**src/rtl/reg_bank_pkg.sv**
```systemverilog
// rtl/reg_bank_pkg.sv - FunSel codes and arbiter state encodings for the register bank
package reg_bank_pkg;

    localparam logic [2:0] FS_DEC   = 3'b000;
    localparam logic [2:0] FS_INC   = 3'b001;
    localparam logic [2:0] FS_LOAD  = 3'b010;
    localparam logic [2:0] FS_CLR   = 3'b011;
    localparam logic [2:0] FS_LDL_Z = 3'b100;
    localparam logic [2:0] FS_LDL   = 3'b101;
    localparam logic [2:0] FS_LDH   = 3'b110;
    localparam logic [2:0] FS_SEXT  = 3'b111;

    typedef enum logic [1:0] {
        ST_IDLE  = 2'd0,
        ST_ISSUE = 2'd1,
        ST_CLEAR = 2'd2
    } state_e;

endpackage

```
**src/rtl/reg_bank_arbiter_rr_pick2.sv**
```systemverilog
// rtl/reg_bank_arbiter_rr_pick2.sv - combinational two-way round-robin picker
module rr_pick2 (
    input  logic req_a,
    input  logic req_b,
    input  logic last_b,
    output logic pick_a,
    output logic pick_b
);

    // On a tie the requester that was not granted last wins.
    assign pick_a = req_a & (~req_b | last_b);
    assign pick_b = req_b & (~req_a | ~last_b);

endmodule

```
**src/rtl/reg_bank_arbiter.sv**
```systemverilog
// rtl/reg_bank_arbiter.sv - two-requester arbiter driving a shared register bank load interface
module reg_bank_arbiter
    import reg_bank_pkg::*;
#(
    parameter  int NUM_REGS = 4,
    parameter  int DATA_W   = 16,
    localparam int SEL_W    = $clog2(NUM_REGS)
) (
    input  logic                Clock,
    input  logic                ResetN,
    input  logic                ReqA,
    input  logic                ReqB,
    input  logic                ClrA,
    input  logic                ClrB,
    input  logic [SEL_W-1:0]    AddrA,
    input  logic [SEL_W-1:0]    AddrB,
    input  logic [2:0]          FunSelA,
    input  logic [2:0]          FunSelB,
    input  logic [DATA_W-1:0]   DataA,
    input  logic [DATA_W-1:0]   DataB,
    output logic                GntA,
    output logic                GntB,
    output logic                ErrA,
    output logic                ErrB,
    output logic [NUM_REGS-1:0] RegE,
    output logic [2:0]          RegFunSel,
    output logic [DATA_W-1:0]   RegI,
    output logic                Busy
);

    localparam logic [SEL_W:0]      NUM_REGS_W = NUM_REGS[SEL_W:0];
    localparam logic [SEL_W-1:0]    LAST_IDX   = SEL_W'(NUM_REGS - 1);
    localparam logic [NUM_REGS-1:0] ONE        = {{(NUM_REGS-1){1'b0}}, 1'b1};

    state_e              state_q, state_d;
    logic [SEL_W-1:0]    idx_q, idx_d;
    logic                last_b_q, last_b_d;
    logic                win_b_q, win_b_d;
    logic [NUM_REGS-1:0] reg_e_q, reg_e_d;
    logic [2:0]          reg_fs_q, reg_fs_d;
    logic [DATA_W-1:0]   reg_i_q, reg_i_d;
    logic                gnt_a_q, gnt_a_d, gnt_b_q, gnt_b_d;
    logic                err_a_q, err_a_d, err_b_q, err_b_d;
    logic                busy_q, busy_d;

    logic                pick_a, pick_b;
    logic [SEL_W-1:0]    win_addr;
    logic                win_in_range;

    function automatic logic [NUM_REGS-1:0] onehot(input logic [SEL_W-1:0] i);
        onehot = ({1'b0, i} < NUM_REGS_W) ? (ONE << i) : '0;
    endfunction

    rr_pick2 u_pick (
        .req_a  (ReqA),
        .req_b  (ReqB),
        .last_b (last_b_q),
        .pick_a (pick_a),
        .pick_b (pick_b)
    );

    assign win_addr     = win_b_d ? AddrB : AddrA;
    assign win_in_range = ({1'b0, win_addr} < NUM_REGS_W);

    always_ff @(posedge Clock or negedge ResetN) begin
        if (!ResetN) begin
            state_q  <= ST_IDLE;
            idx_q    <= '0;
            last_b_q <= 1'b1;
            win_b_q  <= 1'b0;
            reg_e_q  <= '0;
            reg_fs_q <= '0;
            reg_i_q  <= '0;
            gnt_a_q  <= 1'b0;
            gnt_b_q  <= 1'b0;
            err_a_q  <= 1'b0;
            err_b_q  <= 1'b0;
            busy_q   <= 1'b0;
        end else begin
            state_q  <= state_d;
            idx_q    <= idx_d;
            last_b_q <= last_b_d;
            win_b_q  <= win_b_d;
            reg_e_q  <= reg_e_d;
            reg_fs_q <= reg_fs_d;
            reg_i_q  <= reg_i_d;
            gnt_a_q  <= gnt_a_d;
            gnt_b_q  <= gnt_b_d;
            err_a_q  <= err_a_d;
            err_b_q  <= err_b_d;
            busy_q   <= busy_d;
        end
    end

    always_comb begin
        state_d  = state_q;
        idx_d    = idx_q;
        last_b_d = last_b_q;
        win_b_d  = win_b_q;
        unique case (state_q)
            ST_IDLE: begin
                if (pick_a || pick_b) begin
                    win_b_d  = pick_b;
                    last_b_d = pick_b;
                    idx_d    = '0;
                    state_d  = (pick_b ? ClrB : ClrA) ? ST_CLEAR : ST_ISSUE;
                end
            end
            ST_ISSUE: state_d = ST_IDLE;
            ST_CLEAR: begin
                if (idx_q == LAST_IDX) state_d = ST_IDLE;
                else                   idx_d   = idx_q + SEL_W'(1);
            end
            default:  state_d = ST_IDLE;
        endcase
    end

    // Outputs are computed from the next state so they appear registered in the cycle they describe.
    always_comb begin
        reg_e_d  = '0;
        reg_fs_d = '0;
        reg_i_d  = '0;
        gnt_a_d  = 1'b0;
        gnt_b_d  = 1'b0;
        err_a_d  = 1'b0;
        err_b_d  = 1'b0;
        busy_d   = (state_d != ST_IDLE);
        unique case (state_d)
            ST_ISSUE: begin
                reg_e_d  = onehot(win_addr);
                reg_fs_d = win_b_d ? FunSelB : FunSelA;
                reg_i_d  = win_b_d ? DataB : DataA;
                gnt_a_d  = ~win_b_d;
                gnt_b_d  = win_b_d;
                err_a_d  = ~win_b_d & ~win_in_range;
                err_b_d  = win_b_d & ~win_in_range;
            end
            ST_CLEAR: begin
                reg_e_d  = onehot(idx_d);
                reg_fs_d = FS_CLR;
                gnt_a_d  = (idx_d == LAST_IDX) & ~win_b_d;
                gnt_b_d  = (idx_d == LAST_IDX) & win_b_d;
            end
            default: ;
        endcase
    end

    assign GntA      = gnt_a_q;
    assign GntB      = gnt_b_q;
    assign ErrA      = err_a_q;
    assign ErrB      = err_b_q;
    assign RegE      = reg_e_q;
    assign RegFunSel = reg_fs_q;
    assign RegI      = reg_i_q;
    assign Busy      = busy_q;

endmodule

```
**config.mk**
```make
export PLATFORM = sky130hd
export DESIGN_NAME = reg_bank_arbiter
export DESIGN_NICKNAME = d
export VERILOG_FILES = /design/src/rtl/reg_bank_pkg.sv /design/src/rtl/reg_bank_arbiter_rr_pick2.sv /design/src/rtl/reg_bank_arbiter.sv
export SDC_FILE = /design/constraint.sdc
export NUM_CORES = 1
export LEC_CHECK = 0
export ABC_AREA = 0
export BUFFER_PORTS_ARGS = -buffer_cell sky130_fd_sc_hd__buf_2
export CAP_MARGIN = 20
export CORE_UTILIZATION = 42
export CTS_CLUSTER_DIAMETER = 50
export DETAILED_ROUTE_END_ITERATION = 10
export PLACE_DENSITY = 0.73
export SYNTH_ARGS = -nofsm -noshare
export SYNTH_HDL_FRONTEND = slang
export SYNTH_SLANG_ARGS = --single-unit
```
**constraint.sdc**
```tcl
create_clock -name Clock -period 6.25 [get_ports Clock]
set_input_delay 0.3125 -clock Clock [delete_from_list [all_inputs] [get_ports Clock]]
set_output_delay 0.3125 -clock Clock [all_outputs]
set_load 0.01 [all_outputs]
```
* After elaboration in Yosys (flattened, before gate mapping)
Cells that the tools add are included.
Cells by class: add/sub/neg operators 1, equal/unequal tests 5, shifts and indexed selects 2, multiplexer cells 18, bitwise operators 10, reduce and logical (&&, ||, !) cells 4
Operator list (number):
- 16-bit 2-to-1 mux | 2
- 2-bit 2-to-1 mux | 6
- 2-bit == test (second input constant) | 4
- 2-bit case mux with 2 select lines | 2
- 4-bit case mux with 2 select lines | 1
- 1-bit by 2-bit left shift with 4-bit output (first input constant) | 2
- 3-bit case mux with 2 select lines | 1
- 1-bit AND | 4
- 1-bit inverter | 4
- 1-bit case mux with 2 select lines | 2
- 1-bit 2-to-1 mux | 3
- 3-bit 2-to-1 mux | 1
- 2-bit by 1-bit adder with 2-bit output (second input constant) | 1
- 2-bit by 1-bit == test with 1-bit output (second input constant) | 1
- 2-bit logical NOT | 1
- 1-bit bitwise OR | 2
- 2-bit AND reduction | 1
- 2-bit nonzero test | 1
- 1-bit logical OR | 1
Word-level totals: register bits after elaboration 32, output and inout port bits 28, word-level logic and storage cells 50

* Logic depth before layout (Yosys ltp)
Gate-level depths: netlist of the first run.
depth after elaboration 9, depth in mapped cells 10, gate-level depth less buffers 10

* Modules after synthesis
Synthesis of the first run repeated with hierarchy kept, for this count alone.
Unflattened totals: cells, all modules 148, area, all modules 1470.2 µm²
By module, submodules not included:
- reg_bank_arbiter | times used 1, cells each 145, area an instance 1451.4 µm², sequential area each 802.0 µm²
- rr_pick2 | times used 1, cells each 3, area an instance 18.8 µm², sequential area each 0.0 µm²

* Worst setup path before layout of the first run
No wires, ideal clock.
path type register to register, start point register last_b_q, end point register gnt_a_q (netlist: GntA), arrival 1878 ps, path slack 4253 ps, stages on the path, launching flop included 9, path buffers 0, period minus slack after synthesis 1997 ps, path through dfstp_2 > a21boi_2 > a32o_1 > o21ai_0 > ha_1 > nand2_1 > inv_1 > a41o_1 > and2_1
Between the ends: word-level cells in the longest chain between the ends 9
Ends and longest elaborated chain:
- from (decl) | RTL line reg_bank_arbiter.sv:37 | logic last_b_q, last_b_d;
- from (signal assigned) | RTL line reg_bank_arbiter.sv:82 | last_b_q <= last_b_d;
- 1-bit inverter | RTL line reg_bank_arbiter_rr_pick2.sv:12 | assign pick_b = req_b & (~req_a | ~last_b);
- 1-bit bitwise OR | RTL line reg_bank_arbiter_rr_pick2.sv:12
- 1-bit AND | RTL line reg_bank_arbiter_rr_pick2.sv:12
- 1-bit 2-to-1 mux or 1-bit logical OR (tied branches) | RTL line reg_bank_arbiter.sv:106, reg_bank_arbiter.sv:102
- 2-bit 2-to-1 mux (tied with other cells) | RTL line reg_bank_arbiter.sv:106 | state_d = (pick_b ? ClrB : ClrA) ? ST_CLEAR : ST_ISSUE;
- 2-bit 2-to-1 mux (tied with other cells) | RTL line reg_bank_arbiter.sv:102 | if (pick_a || pick_b) begin
- 2-bit case mux with 2 select lines (tied with other cells) | RTL line reg_bank_arbiter.sv:100 | unique case (state_q)
- 2-bit == test (tied with other cells) | RTL line reg_bank_arbiter.sv:128 | unique case (state_d)
- 1-bit case mux with 2 select lines * | RTL line reg_bank_arbiter.sv:128
- via gnt_a_d | RTL line reg_bank_arbiter.sv:42 | logic gnt_a_q, gnt_a_d, gnt_b_q, gnt_b_d;
- to (signal assigned) | RTL line reg_bank_arbiter.sv:87 | gnt_a_q <= gnt_a_d;
- to (decl) | RTL line reg_bank_arbiter.sv:42
Mark *: on every way through the listed nets, which the timed path passes. The rest lies on a longest branch. A chain may end at the register's enable or synchronous reset.

* Worst setup path in the final report of the first run
start point register state_q[0], end point register reg_e_q[3] (netlist: RegE[3])
Between the ends: word-level cells in the longest chain between the ends 5
Ends and longest elaborated chain:
- from (decl) | RTL line reg_bank_arbiter.sv:35 | state_e state_q, state_d;
- from (signal assigned) | RTL line reg_bank_arbiter.sv:80 | state_q <= state_d;
- branches (longest 4 deep; another with 2-bit == test)
- 4-bit case mux with 2 select lines * | RTL line reg_bank_arbiter.sv:128
- via reg_e_d[3] | RTL line reg_bank_arbiter.sv:39 | logic [NUM_REGS-1:0] reg_e_q, reg_e_d;
- to (signal assigned) | RTL line reg_bank_arbiter.sv:84 | reg_e_q <= reg_e_d;
- to (decl) | RTL line reg_bank_arbiter.sv:39
Mark *: on every way through the listed nets, which the timed path passes.

==> summary.txt, run 1 <==
Port Buffer Count -> 73
Layout Skew -> 0.00565 ns
Pwr per Cell Area -> 393 nW/um2
relative max-transition margin -> 54.2%
crit path DAT -> 2.59 ns
first-pass iteration count of the detailed router -> 4
GRT Util Overall -> 19.2%
mapped cell area -> 1450 um2
P_leak -> 1.08 nW
cells along the critical path -> or3b_1 -> a22oi_4 -> mux2_1 -> o21ai_1 -> and3b_1
Max FO, Critical Path -> 23
proportion of layout cells with a drive suffix above 1 -> 39.2%
Yosys cell types -> 35
Post-CTS Repair Setup Buffers -> 0
CP max-delay cell -> a22oi_4
Post-DP HPWL -> 2.28 mm
cell taking the most area after synthesis -> dfrtp_1
number of synthesized flops with an enable pin -> 0
Gate Count Post-Synth -> 141
placed cell count -> 253
Vias/cell -> 4.84
Clock Sinks -> 32
Synth Warn # -> 0
max-cap violations -> 0
CTS Buf Count -> 5
ys flop type -> dfrtp_1
post-CTS resize count -> 0
top cells by area, synth -> dfrtp_1 (53%), nand2_1 (10%), a21boi_0 (8.3%)
total negative slack -> 0 ns
Post-Layout Cell Count -> 261
Max Clock Freq -> 0.422 GHz
top cell type's share of synthesized area -> 53.5%
Die X -> 60.8 um
nets -> 268
DRT Wirelength -> 3.12 mm
initial core utilization -> 46.0%
asr flop ratio synth -> 100%
pin count of the biggest net entering global routing -> 33
CTS Buffer Depth -> 2
antenna viol nets, final -> 0
die height -> 60.8 um
worst hold path class -> input pin to asynchronous set/reset pin
Final period util -> 37.9%
final setup vio count -> 0
Seq/Total Area, Yosys -> 55.3%
Vias -> 1262
FF-to-FF setup slack -> 3.88 ns
TritonCTS clock tree -> yes
Worst-path clk slew -> 0.09 ns
GPL Wtd Cong -> 0.740
CP peak stage delay -> 0.55 ns
crit path time final -> 2.37 ns
Area Growth Syn to Fin -> 31.2%
RSZ-0062 raised after global routing -> no
DRC Markers -> 0
Clock Latency Late Sink -> 0.33 ns
global-route wire length before repair -> 5.09 mm
number of H-tree levels -> 2
core box area -> 3150 um2
Buffers & Inverters on Critical Path -> 0
n_diodes -> 0
io pins -> 76
delay-heaviest family, CP -> compound AO/OA/AOI/OAI gates
# rows -> 20
fin. max-slew vios -> 0
vias in the first global route -> 1212
#FFs+latches synth -> 32
die area -> 3690 um2
DR iter-0 viols -> 16
drt wl/cell -> 12.0 um
Tightest Pin Transition -> 0.688 ns
Final Hold Fails -> 0
Worst Setup End Kind -> flop
global route overflow -> 0
CP startpoint kind -> flop
root buffer cell -> clkbuf_4
Setup Crit Path Kind -> flop to flop
Avg Cell Area, Syn -> 10.3 um2
worst vdd ir -> 186 uV
Critical Path RT -> 6.47 ns
antenna violations before repair -> 0
cts hold-fix bufs -> 0
Setup WS post-layout -> 3.88 ns
pre-CTS setup slack -> 3.87 ns
status -> complete, no violations
path summary, 6_finish.rpt:
check | cells past startpoint | end | start
max in group asynchronous | 1 | RegI[3] | ResetN
hold / removal | 1 | Busy | ResetN
min in group Clock | 3 | RegI[9] | DataB[9]
setup / recovery | 5 | RegE[3] | state_q[0]
setup reg to reg | 5 | RegE[3] | state_q[0]
hold reg to reg | 2 | last_b_q | last_b_q
registers in the layout, summed over array words and instances, names as in the netlist, 2 cells and up:
signal and flops:
RegE 4, state_q 2, idx_q 2, RegI 16, RegFunSel 3
cell type report:
type	count	area [um2]
clock buffer	6	51.3
fill	291	1250
tap	44	55.1
sequential	32	802
inverter	6	22.5
clock inverter	2	10.0
multi-input combinational	98	597
timing repair buffer	73	365
through the flow:
stage               power (W)  utilization [%]  hold WS [ns]  cell area [um2]
global route         0.000820             60.4        0.0563             1900
finish               0.000748             60.4        0.0148             1900
CTS                  0.000755             60.4        0.0296             1900
detailed placement   0.000632             58.4         0.397             1840
floorplan            0.000531                -        0.0169             1450
global placement     0.000618             58.4         0.396             1840
report_power, final:
group	internal [W]	switching, W
registers	0.000261	0.0000284
clock network	0.0000535	0.0000689
logic	0.000134	0.000202
cell usage after synthesis (2+ instances only):
library cell  number
nor2b_1            2
ha_1               4
a21boi_0          16
nand2_1           40
buf_4              2
o21ai_1            2
nor2_1             2
and2_1             2
o21ai_0            5
buf_2              2
mux2i_1            3
a21oi_1            2
inv_1              5
dfrtp_1           31
nand2b_1           2
a31oi_1            2
cells in the final DEF (no fill, tap or decap), types with 2 or more instances in the layout:
master    synthesis  final
a21boi_0         16     16
nor2_1            2      2
nand2_1          40     40
ha_1              4      4
a21oi_1           2      2
inv_1             5      5
clkinv_2          0      2
nor2b_1           2      2
nand2b_1          2      2
mux2i_1           3      3
o21ai_0           5      5
a31oi_1           2      2
buf_2             2     73
dfrtp_1          31     31
o21ai_1           2      2
and2_1            2      2
clkbuf_4          0      5
conb_1            1      2
per-layer routing:
metal	GRT usage (%)	share of wire, %	wire length, um
met3	9.38	9.8	305
met5	0	0	0
met2	31.9	48	1500
met4	5.84	1.3	40
met1	22.0	41	1280
cells by family (layout without fill, tap and decap cells):
family	after synthesis	in the layout	synth area share, %
and+or+nand+nor	54	54	16.6
AOI/OAI and AO/OA	34	34	17.8
DFF	32	32	55.3
buffers and inverters	12	87	3.80
adders and majority gates	4	4	3.45
muxes	4	4	2.85
other	1	2	0.259
Note: power is estimated with default switching activity, not from simulation.
==> run 2, diff against run 1 <==
Settings changed: CORE_UTILIZATION 42 to 40.
Clock period 6.25 ns to 2.1 ns, I/O delays scaled along.
==> run 2 against run 1 <==
Via count grew 5.6%; routed wire length up 9.8%; core utilization grew 1.8 points; clock power grew to 3.0 times the previous value; hold slack got worse by 0.0011 ns; total power increased to 3.2 times the previous value; sequential power grew to 3.0 times the previous value; register-to-register slack got worse by 3.8 ns; clock skew up 0.0056 ns; highest routed layer unchanged.
==> summary.txt, run 2 (synthesis gave the netlist of run 1 again) <==
max-cap violations -> 0 (unchanged)
nets -> 289 (+7.8%)
relative max-transition margin -> 54.2% (+0.096 points)
CTS Buffer Depth -> 2 (unchanged)
DRC Markers -> 0 (unchanged)
FF-to-FF Start -> last_b_q
Max Clock Freq -> 0.508 GHz (+20%)
FF-to-FF setup slack -> 0.13 ns (-3.75 ns)
Worst-path clk slew -> 0.10 ns (about the same)
Final Hold Fails -> 0 (unchanged)
cells along the critical path -> a21boi_2 -> a32o_1 -> o21ai_2 -> inv_1 -> ha_1 -> o21ai_2 -> and3b_1
proportion of layout cells with a drive suffix above 1 -> 39.9% (+0.75 points)
Clock Sinks -> 32 (unchanged)
CP startpoint kind -> flop
fin. max-slew vios -> 0 (unchanged)
root buffer cell -> clkbuf_4
vias in the first global route -> 1310 (+8.1%)
initial core utilization -> 42.5% (-3.5 points)
number of H-tree levels -> 2 (unchanged)
Port Buffer Count -> 73 (unchanged)
status -> complete, no violations
Vias -> 1333 (+5.6%)
TritonCTS clock tree -> yes
min-delay src -> DataB[14]
DRT Wirelength -> 3.43 mm (+9.8%)
final core occ -> 62.2% (+1.8 points)
crit path time final -> 1.97 ns (-0.400 ns)
Setup Crit Path Kind -> flop to flop
antenna violations before repair -> 0 (unchanged)
Area Growth Syn to Fin -> 46.4%
P_leak -> 1.17 nW (+8.9%)
Clock Latency Late Sink -> 0.33 ns (about the same)
worst hold path class -> input pin to flop
Final period util -> 93.7% (+56 points)
die area -> 3870 um2 (+4.8%)
RSZ-0062 raised after global routing -> yes
antenna viol nets, final -> 0 (unchanged)
io pins -> 76 (unchanged)
Critical Path RT -> 2.32 ns (-4.15 ns)
CP peak stage delay -> 0.57 ns (+0.02 ns)
first-pass iteration count of the detailed router -> 4 (unchanged)
CP most frequent cell -> o21ai_2
n_diodes -> 0 (unchanged)
# rows -> 21 (+5.0%)
Pwr per Cell Area -> 1120 nW/um2 (+190%)
die height -> 62.2 um (+2.4%)
final setup vio count -> 0 (unchanged)
DR iter-0 viols -> 94 (+78)
Worst Hold Margin -> 0.0136 ns (-0.00112 ns)
Largest register FFs -> 16 (unchanged)
Post-CTS Repair Setup Buffers -> 0 (unchanged)
Hold Path Stages -> 3
Worst Setup End Kind -> flop
Critical R2R Capture -> RegE[3]
GRT Util Overall -> 19.1% (-0.13 points)
Vias/cell -> 4.69 (-2.9%)
global route overflow -> 0 (unchanged)
Die X -> 62.2 um (+2.4%)
pin count of the biggest net entering global routing -> 33 (unchanged)
CP max-delay cell -> dfstp_2
WHS Endpoint -> RegI[14]
fillers -> 303 (+4.1%)
core box area -> 3420 um2 (+8.3%)
CTS Buf Count -> 5 (unchanged)
Max FO, Critical Path -> 5 (-78%)
most frequent cells in the layout -> buf_2 (73), nand2_1 (39), dfrtp_1 (31), a21boi_0 (16), dlygate4sd3_1 (15)
Tightest Pin Transition -> 0.686 ns (-0.00144 ns)
global-route wire length before repair -> 5.73 mm (+13%)
r2r worst-path depth -> 7 (+2)
crit path DAT -> 2.19 ns (-0.40 ns)
commonest non-fill, non-tap cell in the layout -> buf_2
Layout Skew -> 0.0113 ns (+0.00562 ns)
GPL Wtd Cong -> 0.807 (+9.1%)
Post-DP HPWL -> 2.32 mm (+1.8%)
drt wl/cell -> 12.1 um (+0.90%)
worst vdd ir -> 428 uV (+130%)
-- run 2: through the flow --
step                      cells  setup WS, ns  power (W)  TNS (ns)  instance area [um2]
after floorplan             142         0.103    0.00158         0                 1450
after detailed placement    261       -0.0411    0.00196   -0.0459                 1890
final                       284         0.133    0.00239         0                 2120
after CTS                   278        0.0523    0.00235         0                 2040
after global placement      261        0.0574    0.00195         0                 1890
after global routing        284      -0.00731    0.00262  -0.00848                 2120
-- run 2: how the worst max path moves through the flow --
stage	start	end	slack, ns	depth (start not counted)
floorplan	last_b_q	GntA	0.10	8
global placement	last_b_q	RegE[3]	0.06	7
detailed placement	last_b_q	RegE[3]	-0.04	7
CTS	last_b_q	RegE[3]	0.05	7
global route	last_b_q	GntB	-0.007	9
finish	last_b_q	RegE[3]	0.13	7
-- run 2: where the power goes --
part / switching, W / internal, W
combinational: 0.000656 / 0.000506
sequential: 0.0000863 / 0.000778
clock: 0.000201 / 0.000159
total: 0.000943 / 0.00144
-- run 2: worst max-delay path: cells and delay by family, from the launching register on --
kind	cells	cell delay, ns
AOI/OAI and AO/OA	4	0.72
adders and majority gates	1	0.26
buffers and inverters	1	0.11
DFF	1	0.57
and+or+nand+nor	1	0.19
-- run 2: per-layer routing --
metal  GRT usage (%)  wire length (um)  up-vias
li1                -                 -      664
met1            22.4              1460      607
met2            31.3              1630       53
met3            7.17               260        9
met4            8.14                89        0
met5               0                 0        -
-- run 2: final cells by class --
| cell class | instances | area, um2 | area share [%] |
|---|---|---|---|
| clock buffers | 6 | 51.3 | 2.42 |
| clock inverters | 2 | 10.0 | 0.471 |
| inverters | 6 | 22.5 | 1.06 |
| multi-input cells | 98 | 619 | 29.2 |
| flip-flops and latches | 32 | 802 | 37.8 |
| well taps | 46 | 57.6 | 2.71 |
| repair buffers | 94 | 561 | 26.4 |
-- run 2: what timing repair did --
action / CTS / global route
endpoints found under the setup margin: 5 / 6
hold buffers: 9 / 6
endpoints found under the hold margin: 35 / 4
resized for setup: 1 / 4
==> run 3, diff against run 2 <==
Settings changed: PLACE_DENSITY 0.73 to 0.75.
==> run 3 against run 2 <==
Critical path depth rose by 4; worst setup slack got worse by 0.045 ns; clock-buffer cell count rose by 2; critical endpoint is now GntA; highest routed layer unchanged.
==> summary.txt, run 3 (synthesis gave the netlist of run 1 again) <==
status -> complete, no violations
worst hold path class -> input pin to flop
DRT Wirelength -> 3.47 mm (+1.3%)
crit path DAT -> 2.23 ns (+0.04 ns)
cells along the critical path -> dlygate4sd3_1 -> buf_2 -> a21boi_2 -> inv_1 -> o22ai_1 -> nand2_1 -> ha_1 -> nand2_1 -> inv_1 -> a41o_1 -> and2_1
Overall Power -> 0.00238 W (-0.36%)
register area -> 802 um2 (unchanged)
cell area after layout -> 2090 um2 (-1.5%)
die area -> 3870 um2 (unchanged)
core box area -> 3420 um2 (unchanged)
global route overflow -> 0 (unchanged)
io pins -> 76 (unchanged)
relative max-transition margin -> 53.3% (-0.95 points)
commonest non-fill, non-tap cell in the layout -> buf_2
Final Hold Fails -> 0 (unchanged)
Worst Hold Margin -> 0.0147 ns (+0.00108 ns)
P_leak -> 1.16 nW (-0.89%)
total negative slack -> 0 ns (unchanged)
proportion of layout cells with a drive suffix above 1 -> 38.6% (-1.4 points)
Area Growth Syn to Fin -> 44.3%
crit path time final -> 2.01 ns (+0.0446 ns)
worst vdd ir -> 557 uV (+30%)
vias in the first global route -> 1348 (+2.9%)
initial core utilization -> 42.5% (unchanged)
Final period util -> 95.8% (+2.1 points)
Largest register FFs -> 16 (unchanged)
first-pass iteration count of the detailed router -> 4 (unchanged)
CTS Buffer Depth -> 2 (unchanged)
Port Buffer Count -> 73 (unchanged)
Die X -> 62.2 um (unchanged)
drt wl/cell -> 12.3 um (+2.0%)
Buffers & Inverters on Critical Path -> 4 (+3)
antenna violations before repair -> 0 (unchanged)
root buffer cell -> clkbuf_4
pin count of the biggest net entering global routing -> 33 (unchanged)
RSZ-0062 raised after global routing -> no
number of H-tree levels -> 2 (unchanged)
n_diodes -> 0 (unchanged)
max-cap violations -> 0 (unchanged)
nets -> 287 (-0.69%)
placed inst area -> 1890 um2 (unchanged)
area of the multi-input gates -> 601 um2 (-3.0%)
# rows -> 21 (unchanged)
Pwr per Cell Area -> 1140 nW/um2 (+1.1%)
antenna viol nets, final -> 0 (unchanged)
Vias -> 1354 (+1.6%)
CTS Buf Count -> 5 (unchanged)
fillers -> 309 (+2.0%)
most frequent cells in the layout -> buf_2 (73), nand2_1 (40), dfrtp_1 (31), a21boi_0 (16), dlygate4sd3_1 (13)
delay-heaviest family, CP -> buffers and inverters
Tightest Pin Transition -> 0.700 ns (+0.0142 ns)
final setup vio count -> 0 (unchanged)
Max FO, Critical Path -> 7 (+2)
Layout Skew -> 0.0117 ns (+0.000427 ns)
fin. max-slew vios -> 0 (unchanged)
Clock Latency Late Sink -> 0.33 ns (about the same)
Vias/cell -> 4.80 (+2.3%)
CP max-delay cell -> dlygate4sd3_1
die height -> 62.2 um (unchanged)
GPL Wtd Cong -> 0.809 (+0.27%)
Critical Path RT -> 2.32 ns (about the same)
Post-DP HPWL -> 2.39 mm (+2.9%)
TritonCTS clock tree -> yes
DRC Markers -> 0 (unchanged)
DR iter-0 viols -> 83 (-12%)
Setup Crit Path Kind -> input pin to flop
Worst Setup End Kind -> flop
GRT Util Overall -> 19.2% (+0.070 points)
Max Clock Freq -> 0.497 GHz (-2.2%)
Clock Sinks -> 32 (unchanged)
global-route wire length before repair -> 5.74 mm (+0.23%)
CP startpoint kind -> input pin
CP peak stage delay -> 0.53 ns (-0.04 ns)
Worst-path clk slew -> 0.09 ns (about the same)
run 3: path summary, 6_finish.rpt:
path / from / endpoint / slack, ns / depth (start not counted)
setup / recovery: ReqA / GntA / 0.09 / 11
hold / removal: DataA[1] / RegI[1] / 0.01 / 3
setup reg to reg: last_b_q / GntA / 0.10 / 9
hold reg to reg: last_b_q / last_b_q / 0.55 / 2
max in group asynchronous: ResetN / Busy / 1.29 / 2
min in group asynchronous: ResetN / RegE[1] / 0.34 / 2
run 3: timing repair:
action / CTS / global route
setup endpoints to repair: 4 / 2
gates cloned: 0 / 0
hold buffers: 13 / 0
resized for setup: 1 / 1
buffers inserted: 0 / 0
hold endpoints to repair: 40 / 0
run 3: per-layer routing:
layer	track usage (%)	wire, um
met4	6.98	49
met1	21.1	1490
met2	33.8	1680
met3	6.80	254
met5	0	0
run 3: per-stage QoR:
step / utilization [%] / instances / setup WS [ns]
after floorplan: - / 142 / 0.103
after global placement: 55.3 / 261 / 0.0478
after detailed placement: 55.3 / 261 / -0.0344
after CTS: 61.1 / 282 / 0.0939
after global routing: 61.2 / 282 / 0.00454
final: 61.2 / 282 / 0.0880
run 3: layout make-up:
type	instances	area share (%)
tap	46	2.75
multi-input combinational	98	28.7
timing repair buffer	92	25.8
clock buffer	8	3.29
sequential	32	38.3
inverter	6	1.08
run 3: worst reg2reg max path, delay by kind of cell, from the launching register on:
family          cells  cell delay, ns
compound gates      2            0.34
fa+ha+maj           1            0.36
buf+inv             1            0.04
flops               1            0.57
simple gates        5            0.58
run 3: report_power, final:
group,internal [W],switching (W)
Combinational,0.000480,0.000636
Sequential,0.000778,0.0000910
Clock,0.000197,0.000195
Total,0.00145,0.000922
